**src/rtl/dram_arbiter.sv**
```systemverilog
// ---------------------------------------------------------------------------
// DramArbiter : shares the single-port data RAM between the CPU MEM stage
// (port 0) and the UART program/data loader (port 1).
//
// Ports
//   clk, rst                 system clock, synchronous active-high reset
//   m0_req/we/addr/wdata     CPU request side
//   m0_gnt, m0_stall         CPU access issued / CPU pipeline freeze
//   m0_rdata, m0_rvalid      registered CPU read data and its 1-cycle strobe
//   m1_req/we/lock/addr/wdata loader request side (lock holds the bus)
//   m1_gnt                   loader access issued
//   m1_rdata, m1_rvalid      registered loader read data and strobe
//   ram_addr/wdata/wen       RAM drive (RAM writes on negedge)
//   ram_rdata                combinational RAM read data
//
// Configuration macro
//   ARB_ROUND_ROBIN_EN : when defined, contended idle-state grants alternate
//                        between the ports instead of favouring the CPU.
// ---------------------------------------------------------------------------
module dram_arbiter #(
    parameter int ADDR_W       = 16,
    parameter int DATA_W       = 32,
    parameter int STARVE_LIMIT = 4,
    parameter int WAIT_W       = 3
) (
    input  logic              clk,
    input  logic              rst,
    input  logic              m0_req,
    input  logic              m0_we,
    input  logic [ADDR_W-1:0] m0_addr,
    input  logic [DATA_W-1:0] m0_wdata,
    output logic              m0_gnt,
    output logic              m0_stall,
    output logic [DATA_W-1:0] m0_rdata,
    output logic              m0_rvalid,
    input  logic              m1_req,
    input  logic              m1_we,
    input  logic              m1_lock,
    input  logic [ADDR_W-1:0] m1_addr,
    input  logic [DATA_W-1:0] m1_wdata,
    output logic              m1_gnt,
    output logic [DATA_W-1:0] m1_rdata,
    output logic              m1_rvalid,
    output logic [ADDR_W-1:0] ram_addr,
    output logic [DATA_W-1:0] ram_wdata,
    output logic              ram_wen,
    input  logic [DATA_W-1:0] ram_rdata
);

    typedef enum logic {
        IDLE,
        LOCK1
    } state_t;

    localparam logic [WAIT_W-1:0] WAIT_MAX = {WAIT_W{1'b1}};

    state_t            r_state;
    logic [WAIT_W-1:0] r_waitCnt;
    logic              r_m0Rvalid;
    logic              r_m1Rvalid;
    logic [DATA_W-1:0] r_m0Rdata;
    logic [DATA_W-1:0] r_m1Rdata;
    logic              w_gnt0;
    logic              w_gnt1;
    logic              w_starved;
`ifdef ARB_ROUND_ROBIN_EN
    logic              r_rrPtr;
    logic              w_contended;
`endif

    assign w_starved = (r_waitCnt >= WAIT_W'(STARVE_LIMIT));

    // Grant selection. A held lock wins outright; otherwise the starvation
    // guard is checked first, then the contended case, then lone requests.
    // A lock-holding cycle that drops req or lock falls through to the
    // idle rules in the same cycle.
    always_comb begin
        w_gnt0 = 1'b0;
        w_gnt1 = 1'b0;
`ifdef ARB_ROUND_ROBIN_EN
        w_contended = 1'b0;
`endif
        if (!rst) begin
            if (r_state == LOCK1 && m1_req && m1_lock) begin
                w_gnt1 = 1'b1;
            end else if (m1_req && w_starved) begin
                w_gnt1 = 1'b1;
            end else if (m0_req && m1_req) begin
`ifdef ARB_ROUND_ROBIN_EN
                w_contended = 1'b1;
                if (r_rrPtr) begin
                    w_gnt1 = 1'b1;
                end else begin
                    w_gnt0 = 1'b1;
                end
`else
                w_gnt0 = 1'b1;
`endif
            end else if (m0_req) begin
                w_gnt0 = 1'b1;
            end else if (m1_req) begin
                w_gnt1 = 1'b1;
            end
        end
    end

    // The RAM sees only the winner; with no grant everything is driven low
    // so a stray write can never occur.
    assign ram_wen   = (w_gnt0 & m0_we) | (w_gnt1 & m1_we);
    assign ram_addr  = w_gnt0 ? m0_addr  : (w_gnt1 ? m1_addr  : '0);
    assign ram_wdata = w_gnt0 ? m0_wdata : (w_gnt1 ? m1_wdata : '0);

    assign m0_gnt    = w_gnt0;
    assign m1_gnt    = w_gnt1;
    assign m0_stall  = m0_req & ~w_gnt0;
    assign m0_rdata  = r_m0Rdata;
    assign m1_rdata  = r_m1Rdata;
    assign m0_rvalid = r_m0Rvalid;
    assign m1_rvalid = r_m1Rvalid;

    // Lock state, loader wait counter, read-return registers and (when
    // enabled) the round-robin pointer. Read data is captured only on a
    // granted read so each port's rdata holds until its own next read.
    always_ff @(posedge clk) begin
        if (rst) begin
            r_state    <= IDLE;
            r_waitCnt  <= '0;
            r_m0Rvalid <= 1'b0;
            r_m1Rvalid <= 1'b0;
            r_m0Rdata  <= '0;
            r_m1Rdata  <= '0;
`ifdef ARB_ROUND_ROBIN_EN
            r_rrPtr    <= 1'b0;
`endif
        end else begin
            r_state <= (w_gnt1 && m1_lock) ? LOCK1 : IDLE;

            if (m1_req && !w_gnt1) begin
                r_waitCnt <= (r_waitCnt == WAIT_MAX) ? r_waitCnt
                                                     : r_waitCnt + WAIT_W'(1);
            end else begin
                r_waitCnt <= '0;
            end

            r_m0Rvalid <= w_gnt0 & ~m0_we;
            r_m1Rvalid <= w_gnt1 & ~m1_we;
            if (w_gnt0 && !m0_we) begin
                r_m0Rdata <= ram_rdata;
            end
            if (w_gnt1 && !m1_we) begin
                r_m1Rdata <= ram_rdata;
            end
`ifdef ARB_ROUND_ROBIN_EN
            // Point at whichever port lost the contended grant.
            if (w_contended) begin
                r_rrPtr <= w_gnt0;
            end
`endif
        end
    end

endmodule

```
**config.mk**
```make
export PLATFORM = sky130hd
export DESIGN_NAME = dram_arbiter
export DESIGN_NICKNAME = d
export VERILOG_FILES = /design/src/rtl/dram_arbiter.sv
export SDC_FILE = /design/constraint.sdc
export NUM_CORES = 1
export LEC_CHECK = 0
export CORE_MARGIN = 5
export CORE_UTILIZATION = 31
export CTS_BUF_LIST = sky130_fd_sc_hd__clkbuf_2
export CTS_CLUSTER_SIZE = 20
export DETAILED_ROUTE_END_ITERATION = 7
export GPL_TIMING_DRIVEN = 0
export PLACE_DENSITY_LB_ADDON = 0.12
export SYNTH_ARGS = -nofsm -noshare
export SYNTH_HDL_FRONTEND = slang
export SYNTH_SLANG_ARGS = --single-unit
```
**constraint.sdc**
```tcl
create_clock -name clk -period 2.65 [get_ports clk]
set_clock_uncertainty 0.2 [all_clocks]
set_input_delay 0.795 -clock clk [delete_from_list [all_inputs] [get_ports clk]]
set_output_delay 0.795 -clock clk [all_outputs]
set_load 0.03 [all_outputs]
```
==> results of run 1 <==
[metal layers]
layer / vias to the layer above / track usage / share of wire
met5: - / 0 / 0
met4: 0 / 0.09135 / 0.032
met3: 22 / 0.07905 / 0.093
met2: 151 / 0.3746 / 0.50
met1: 1610 / 0.2336 / 0.38
li1: 1588 / - / -
[per-stage QoR]
stage / std cells / area [um2] / hold slack [ps]
floorplan: 292 / 3475 / 267.6
global placement: 680 / 6167 / 290.1
detailed placement: 680 / 6167 / 298.1
CTS: 706 / 6967 / 263.9
global route: 708 / 7036 / 277.0
finish: 708 / 7036 / 330.5
[cells in the final DEF, fill, tap and decap left out, types with 6 or more instances in the layout]
master           netlist  routed
buf_6                  3      50
buf_2                  4       6
nor2b_1               65      65
a22o_4                 0      49
mux2_2                35      35
clkbuf_16              0       8
clkdlybuf4s50_1        0     194
clkbuf_2               0      10
buf_8                  0      11
clkbuf_1              17       7
mux2_4                29      29
dfxtp_1               70      68
[critical path: stages]
cell and delay [ps]:
buf_6 110, and2_4 160, nor3_4 210, buf_6 190, clkbuf_16 170, a22o_4 130
buf_8 130
[registers in the layout, indices dropped and copies added (netlist names)]
name and flops:
m0_rdata 32, m1_rdata 32, r_waitCnt 3, m0_rvalid 1, m1_rvalid 1, r_state 1
[cell type report]
cell class	count	area [um2]
Fill cell	778	3381
Timing Repair Buffer	265	2786
Multi-Input combinational cell	197	2276
Sequential cell	70	1406
Buffer	24	291.5
Tap cell	136	170.2
Clock inverter	5	51.30
Clock buffer	10	50.05
Inverter	1	3.754
[logic make-up (layout without fill, tap and decap cells)]
kind of cell / count (synthesis) / after routing / synth area share
compound gates: 52 / 52 / 0.1357
xor+xnor: 1 / 1 / 0.002632
mux: 66 / 66 / 0.2553
simple gates: 76 / 76 / 0.1414
flops: 70 / 70 / 0.4211
buf+inv: 25 / 305 / 0.03646
fa+ha+maj: 2 / 2 / 0.007518
[worst max path at each step]
stage / to / cells past startpoint / slack (ps)
2_1_floorplan: ram_wdata[10] / 4 / -50
3_5_place_dp: ram_wdata[30] / 6 / -1410
5_1_grt: ram_wdata[30] / 6 / -310
3_3_place_gp: ram_wdata[30] / 6 / -1390
4_1_cts: ram_wdata[30] / 6 / -230
6_report: ram_wdata[30] / 7 / -250
[repair_timing]
item | in CTS | in global routing
endpoints found under the setup margin | 52 | 54
buffers inserted | 5 | 2
resized for setup | 460 | 13
endpoints found under the hold margin | 0 | 0
gates cloned | 6 | 0
pin swaps | 49 | 1
[power by group through the flow]
| stage | combinational, mW | clock, mW | sequential [mW] |
|---|---|---|---|
| after global placement | 0.846 | 0 | 1.14 |
| after CTS | 0.983 | 0.605 | 1.12 |
| final | 0.991 | 0.576 | 1.12 |
| after global routing | 1.03 | 0.652 | 1.13 |
| after floorplan | 0.308 | 0 | 1.24 |
| after detailed placement | 0.853 | 0 | 1.14 |
==> reports/results.ini, run 1 <==
[setup_path]
reg2reg_to = m1_rdata[14]$_SDFFE_PP0P_
start_kind = input port
reg2reg_slack_ps = 470
cp.required_ps = 1660
arrival_ps = 1900
worstPathMaxFanout = 6
cp-startpoint = m1_req
critPathKind = in -> out
worstReg2RegStart = r_state$_SDFF_PP0_
end_kind = output pin
ff2ff_path_depth = 5

[timing]
tightest_slew_ps = 595.3
rsz0062_at_grt = yes
period_minus_slack_ps = 2899
slew_violations = 0
fin_ws_ps = -249.1
period_share = 1.094
hold_violations = 0
setup_viol = 51
fmax_ghz = 0.3449
timing.slew.headroom = 0.6031
setup_tns_ps = -10740

[synthesis]
ys_warn_count = 0
synth_edf_count = 0
yosys.area.top_type = dfxtp_1
synth_top_area_share = 0.4211
synth.distinct_cells = 21
syn_area_um2 = 3328
netlist_top_cells_area = dfxtp_1, mux2_4, a22o_1, nor2b_1, mux2_2
synth-async-reset-ratio = 0
synth.net_count = 429
syn_inst = 292
post-synth-top-count-cell = dfxtp_1
synth_common_cells = dfxtp_1, nor2b_1, a22o_1, mux2_2, mux2_4
synth.avg_cell_area_um2 = 11.40
ys_seq_area_frac = 0.4211
ys_ff_latch = 70
synthFlopType = dfxtp_1

[min_path]
min_path_cells = 2
holdCritPathClass = in -> reg
hold_start = m1_lock
hold_end = r_state$_SDFF_PP0_

[place]
hpwlAfterDp_mm = 11.02
dp_worst_setup_slack_ps = -1410
gp_congestion = 0.9219
io_buffers = 252

[route]
viasPerCell = 4.761
detail_route.wl_per_cell_um = 20.51
wl_mm = 14.52
drc_errors = 0
ant_nets = 0
drt-initial-drc-count = 123
dr.pass1.iters = 4
num_vias = 3371

[power]
seqPwrFrac = 0.417
comb_power_share = 0.368
power.internal_mw = 1.867
p_sw_mw = 0.8227
clkPwrFrac = 0.214
p_sw_frac = 0.3059
power_mw = 2.690
power_density_nw_per_um2 = 382.3
ir_worst_vdd_mv = 0.2616
p_leak_nw = 3.105

[run_status]
status = complete, but fails checks
violations = negative setup slack

[grt]
grt_pass1_wl_mm = 21.32
grt_max_degree = 12
antenna_found_initial = 0
gr-usage-all-layers = 0.2148
grt_pass1_vias = 3629
grt_overflow = 0

[clock_tree]
cts_made_buffers = 9
h-tree-depth = 3
clkTransAtPathRegs_ps = 180
tritoncts = built
cts_num_sinks = 70
root_buffer = clkbuf_2
insertion_delay_ps = 480
ctsHoldBuffers = 0
clock_path_buffers = 2

[final_layout]
utilization = 0.6754
antenna_cells = 0
fin_nets = 705
syn2layout_area_growth_pct = 111.4
layout-drive-gt1-share = 0.3899

[job]
max_cap_viol_count = 0

[floorplan]
num_rows = 37
core_um2 = 10420
floorplan.initialDensity = 0.3195
num_io_pins = 253
dieWidth_um = 113.6
die_area_um2 = 12910
die_h_um = 113.6

Power figures use the tool's default switching activity.
==> run 2: changes to the inputs <==
--- a/config.mk
+++ b/config.mk
@@ -5,8 +5,9 @@
 export SDC_FILE = /design/constraint.sdc
 export NUM_CORES = 1
 export LEC_CHECK = 0
+export ABC_AREA = 1
 export CORE_MARGIN = 5
-export CORE_UTILIZATION = 31
+export CORE_UTILIZATION = 33
 export CTS_BUF_LIST = sky130_fd_sc_hd__clkbuf_2
 export CTS_CLUSTER_SIZE = 20
 export DETAILED_ROUTE_END_ITERATION = 7
==> reports/results.ini, run 2 <==
[run_status]
status = complete, but fails checks
violations = negative setup slack

[setup_path]
slowest_delay_ps = 170
worstPathMaxFanout = 5
start_kind = input port
path_cells = buf_8, inv_4, o21ai_4, nand2_4, nand2_4, inv_4, buf_6, buf_12, buf_16, nand2_4, nand2_2, buf_6
worstSetupEndpoint = ram_wdata[5]
arrival_ps = 1890
critPathKind = in -> out
cp-startpoint = m0_req
cp.required_ps = 1660
reg2reg_to = m0_rdata[5]$_SDFFE_PP0P_
worstReg2RegStart = r_waitCnt[2]$_SDFFE_PP0P_
crit_path_frequent_cell = nand2_4
reg2reg_slack_ps = 660
end_kind = output pin
ff2ff_path_depth = 9
crit_slowest_cell = o21ai_4

[synthesis]
synth.avg_cell_area_um2 = 6.021
synth_edf_count = 0
synth-async-reset-ratio = 0
synth.net_count = 749
synth_top_area_share = 0.3803
netlist_top_cells_area = dfxtp_1, nand2_1, nand4_1, nor2_1, inv_1
ys_warn_count = 0
ys_seq_area_frac = 0.3803
syn_area_um2 = 3685
post-synth-top-count-cell = nand2_1
syn_inst = 612
synthFlopType = dfxtp_1
synth.distinct_cells = 21
ys_ff_latch = 70
synth_common_cells = nand2_1, nor2_1, dfxtp_1, inv_1, nand4_1
yosys.area.top_type = dfxtp_1

[route]
ant_nets = 0
wl_mm = 16.83
viasPerCell = 4.635
drc_errors = 0
drt-initial-drc-count = 234
dr.pass1.iters = 5
num_vias = 4857
detail_route.wl_per_cell_um = 16.05

[timing]
rsz0062_at_grt = yes
fin_ws_ps = -239.8
hold_violations = 0
slew_violations = 0
setup_viol = 52
tightest_slew_ps = 499.8
hold_ws_ps = 297.4
period_minus_slack_ps = 2890
fmax_ghz = 0.3460
period_share = 1.090
timing.slew.headroom = 0.6668

[place]
dp_cells = 1003
hpwlAfterDp_mm = 12.96
gp_congestion = 0.9009
place_area_um2 = 6510
io_buffers = 251

[floorplan]
floorplan.initialDensity = 0.3384
dieWidth_um = 115.7
num_io_pins = 253
die_area_um2 = 13380
num_rows = 38
core_um2 = 10890
die_h_um = 115.7

[final_layout]
syn2layout_area_growth_pct = 100.0
final_common_cell = clkdlybuf4s50_1
antenna_cells = 0
design_area_um2 = 7370
layout_common_cells = clkdlybuf4s50_1, nand2_1, nor2_1
layout.cells.non_filler = 1048
layout-drive-gt1-share = 0.2456
fin_nets = 1040

[clock_tree]
tritoncts = built
clkTransAtPathRegs_ps = 180
ctsHoldBuffers = 0
h-tree-depth = 3
clock_path_buffers = 2
root_buffer = clkbuf_2
cts_num_sinks = 70
insertion_delay_ps = 480
cts_made_buffers = 9

[grt]
grt_max_degree = 13
grt_pass1_vias = 4602
grt_overflow = 0
gr-usage-all-layers = 0.2320
antenna_found_initial = 0
grt_pass1_wl_mm = 24.12

[power]
ir_worst_vdd_mv = 0.2693
p_leak_nw = 3.739
power_density_nw_per_um2 = 382.6

[job]
max_cap_viol_count = 0

[min_path]
holdCritPathClass = reg -> reg

run 2: cell count changes after synthesis, moves of 11 or more:
| cell | before | now |
|---|---|---|
| buf_2 | 4 | 15 |
| mux2_2 | 35 | 0 |
| mux2_4 | 29 | 0 |
| nor2b_1 | 65 | 0 |
| nand2_1 | 0 | 248 |
| a22o_1 | 49 | 0 |
| nor2_1 | 3 | 101 |
| nand4_1 | 0 | 65 |
| inv_1 | 1 | 70 |
run 2: worst min-delay path by stage:
| stage | startpoint | to | slack, ps | cells after the start |
|---|---|---|---|---|
| finish | m0_rdata[24]$_SDFFE_PP0P_ | m0_rdata[24]$_SDFFE_PP0P_ | 300 | 2 |
| global route | m1_lock | r_state$_SDFF_PP0_ | 300 | 3 |
| CTS | m1_lock | r_state$_SDFF_PP0_ | 290 | 3 |
| detailed placement | m0_rdata[1]$_SDFFE_PP0P_ | m0_rdata[1]$_SDFFE_PP0P_ | 270 | 2 |
| global placement | r_waitCnt[1]$_SDFFE_PP0P_ | r_waitCnt[1]$_SDFFE_PP0P_ | 260 | 2 |
| floorplan | r_waitCnt[1]$_SDFFE_PP0P_ | r_waitCnt[1]$_SDFFE_PP0P_ | 250 | 2 |
run 2: repair_timing:
action                                 in CTS  in global routing
buffers inserted                           13                  6
setup endpoints to repair                  52                 71
cloned                                      4                  6
endpoints found under the hold margin       0                  0
resized for setup                         436                 58
pin swaps                                   5                  5
run 2: area by class of cell:
type                       count  area (um2)
timing repair inverter         1       8.758
fill                         960        3518
sequential                    70        1406
tap                          140       175.2
inverter                      74       296.5
buffer                        42       309.0
timing repair buffer         279        2934
multi-input combinational    426        2106
clock buffer                   9       45.04
clock inverter                 7       88.84
run 2: cells by family (layout without fill, tap and decap cells):
| logic type | count (synthesis) | after routing | share of synthesized area |
|---|---|---|---|
| DFF | 70 | 70 | 0.3803 |
| AOI/OAI and AO/OA | 4 | 4 | 0.005430 |
| and+or+nand+nor | 419 | 419 | 0.4747 |
| adders and majority gates | 2 | 2 | 0.006790 |
| xor gates and xnor gates | 1 | 1 | 0.002377 |
| buffers and inverters | 116 | 412 | 0.1304 |
run 2: report_power, final:
group	internal, mW	switching [mW]	total, mW
Combinational	0.481	0.516	0.997
Clock	0.305	0.391	0.696
Sequential	1.10	0.0252	1.13
Total	1.89	0.933	2.82
run 2: metal layers:
metal  up-vias  routed length [um]  GRT usage
met5         -                   0          0
met4         0                 243    0.05568
met1      2187                6880     0.2916
met3        19                1269    0.06527
li1       2463                   -          -
met2       188                8431     0.3958
run 2: critical path: cells and delay by family:
family	cells	cell delay (ps)
AND/OR/NAND/NOR	4	250
AO/OA/AOI/OAI	1	170
buffers and inverters	7	660
run 2: per-stage QoR:
stage / setup slack (ps) / utilization / power, mW / setup TNS [ps]
final: -239.8 / 0.6769 / 2.819 / -8796
after global routing: -304.6 / 0.6769 / 2.956 / -12400
after CTS: -207.6 / 0.6465 / 2.796 / -7282
after detailed placement: -1517 / 0.5979 / 2.035 / -79380
after global placement: -1499 / 0.5979 / 2.025 / -76010
after floorplan: -121.1 / - / 1.564 / -2439
==> run 3: changes to the inputs <==
--- a/config.mk
+++ b/config.mk
@@ -6,11 +6,13 @@
 export NUM_CORES = 1
 export LEC_CHECK = 0
 export ABC_AREA = 1
-export CORE_MARGIN = 5
-export CORE_UTILIZATION = 33
+export CORE_AREA = 5 5 95 97
 export CTS_BUF_LIST = sky130_fd_sc_hd__clkbuf_2
+export CTS_CLUSTER_DIAMETER = 30
 export CTS_CLUSTER_SIZE = 20
 export DETAILED_ROUTE_END_ITERATION = 7
+export DIE_AREA = 0 0 100 102
+export DONT_BUFFER_PORTS = 1
 export GPL_TIMING_DRIVEN = 0
 export PLACE_DENSITY_LB_ADDON = 0.12
 export SYNTH_ARGS = -nofsm -noshare
==> reports/results.ini, run 3 (synthesis results as in run 2) <==
[final_layout]
layout.cells.non_filler = 747
syn2layout_area_growth_pct = 32.70
antenna_cells = 0
multiInputGateArea_um2 = 2437
final_common_cell = nand2_1
nFillCells = 772
layout-drive-gt1-share = 0.2445
fin_nets = 774
seq_area_um2 = 1406
layout_common_cells = nand2_1, nor2_1, inv_1

[floorplan]
num_io_pins = 253
die_area_um2 = 10200
core_um2 = 8051
die_h_um = 102
dieWidth_um = 100
floorplan.initialDensity = 0.4577
num_rows = 33

[power]
ir_worst_vdd_mv = 0.3034
power_density_nw_per_um2 = 499.0
power_mw = 2.440
p_leak_nw = 2.358

[timing]
setup_tns_ps = -1622
fin_ws_ps = -75.66
hold_ws_ps = 175.6
tightest_slew_ps = 518.7
period_share = 1.029
slew_violations = 0
rsz0062_at_grt = yes
setup_viol = 45
hold_violations = 0
timing.slew.headroom = 0.6542
fmax_ghz = 0.3669
period_minus_slack_ps = 2726

[setup_path]
reg2reg_to = m1_rdata[4]$_SDFFE_PP0P_
critPathKind = in -> out
reg2reg_slack_ps = 900
start_kind = input port
end_kind = output pin
arrival_ps = 1730
worstReg2RegStart = r_waitCnt[2]$_SDFFE_PP0P_
ff2ff_path_depth = 8
cp.required_ps = 1660
worstPathMaxFanout = 5

[route]
viasPerCell = 5.266
dr.pass1.iters = 6
num_vias = 3934
wl_mm = 13.96
ant_nets = 0
drc_errors = 0
drt-initial-drc-count = 163
detail_route.wl_per_cell_um = 18.69

[place]
dp_worst_setup_slack_ps = -412.1
gp_congestion = 0.8531
dp_cells = 717
io_buffers = 0
hpwlAfterDp_mm = 10.32

[grt]
grt_max_degree = 13
gr-usage-all-layers = 0.2531
grt_pass1_vias = 3808
grt_pass1_wl_mm = 19.96
antenna_found_initial = 0
grt_overflow = 0

[clock_tree]
cts_made_buffers = 9
insertion_delay_ps = 490
clock_path_buffers = 2
tritoncts = built
root_buffer = clkbuf_2
h-tree-depth = 3
cts_num_sinks = 70
clkTransAtPathRegs_ps = 190

[min_path]
holdCritPathClass = in -> reg
min_path_cells = 2
hold_end = r_state$_SDFF_PP0_
hold_start = m1_lock

[run_status]
status = complete, but fails checks
violations = negative setup slack

[job]
max_cap_viol_count = 0

==> run 3: how the worst max path moves through the flow <==
stage / startpoint / to / slack, ps / depth (start not counted)
finish: m0_req / ram_wdata[6] / -80 / 7
floorplan: rst / m0_stall / -120 / 6
global route: r_state$_SDFF_PP0_ / ram_wdata[18] / -160 / 7
detailed placement: rst / ram_addr[8] / -410 / 7
CTS: m0_req / ram_wdata[7] / -80 / 9
global placement: rst / ram_addr[8] / -360 / 7
==> run 3: worst max-delay path, stage by stage <==
cell	delay (ps)
clkinvlp_4	100
nor2_2	170
nand3_4	160
inv_8	120
clkbuf_8	140
nand2_1	130
nand2_8	120
==> run 3: what timing repair did <==
item	in CTS	in global routing
resized for setup	133	22
pin swaps	22	13
setup buffers	7	1
hold buffers	0	0
cloned	3	3
setup endpoints to repair	51	50
==> run 3: cell type report <==
class	count	area share
Timing Repair Buffer	13	0.03378
Inverter	74	0.06013
Timing Repair inverter	1	0.002303
Sequential cell	70	0.2876
Tap cell	105	0.02687
Buffer	42	0.06295
Clock buffer	10	0.01024
Multi-Input combinational cell	426	0.4985
Clock inverter	6	0.01766
==> run 3: per-stage QoR <==
step / util / instance area, um2
4_1_cts: 0.5877 / 4732
3_5_place_dp: 0.4911 / 3954
6_report: 0.6073 / 4890
5_1_grt: 0.6073 / 4890
3_3_place_gp: 0.4911 / 3954
2_1_floorplan: - / 3822
==> run 3: per-layer routing <==
layer / vias to the layer above / wire, um / global-route usage
li1: 1927 / - / -
met1: 1776 / 5128 / 0.2944
met2: 203 / 6838 / 0.4238
met3: 28 / 1723 / 0.1119
met4: 0 / 272 / 0.07461
met5: - / 0 / 0
==> run 3: where the power goes <==
| group | switching (mW) | internal (mW) | total (mW) |
|---|---|---|---|
| combinational | 0.345 | 0.156 | 0.500 |
| clock | 0.400 | 0.312 | 0.712 |
| sequential | 0.127 | 1.10 | 1.23 |
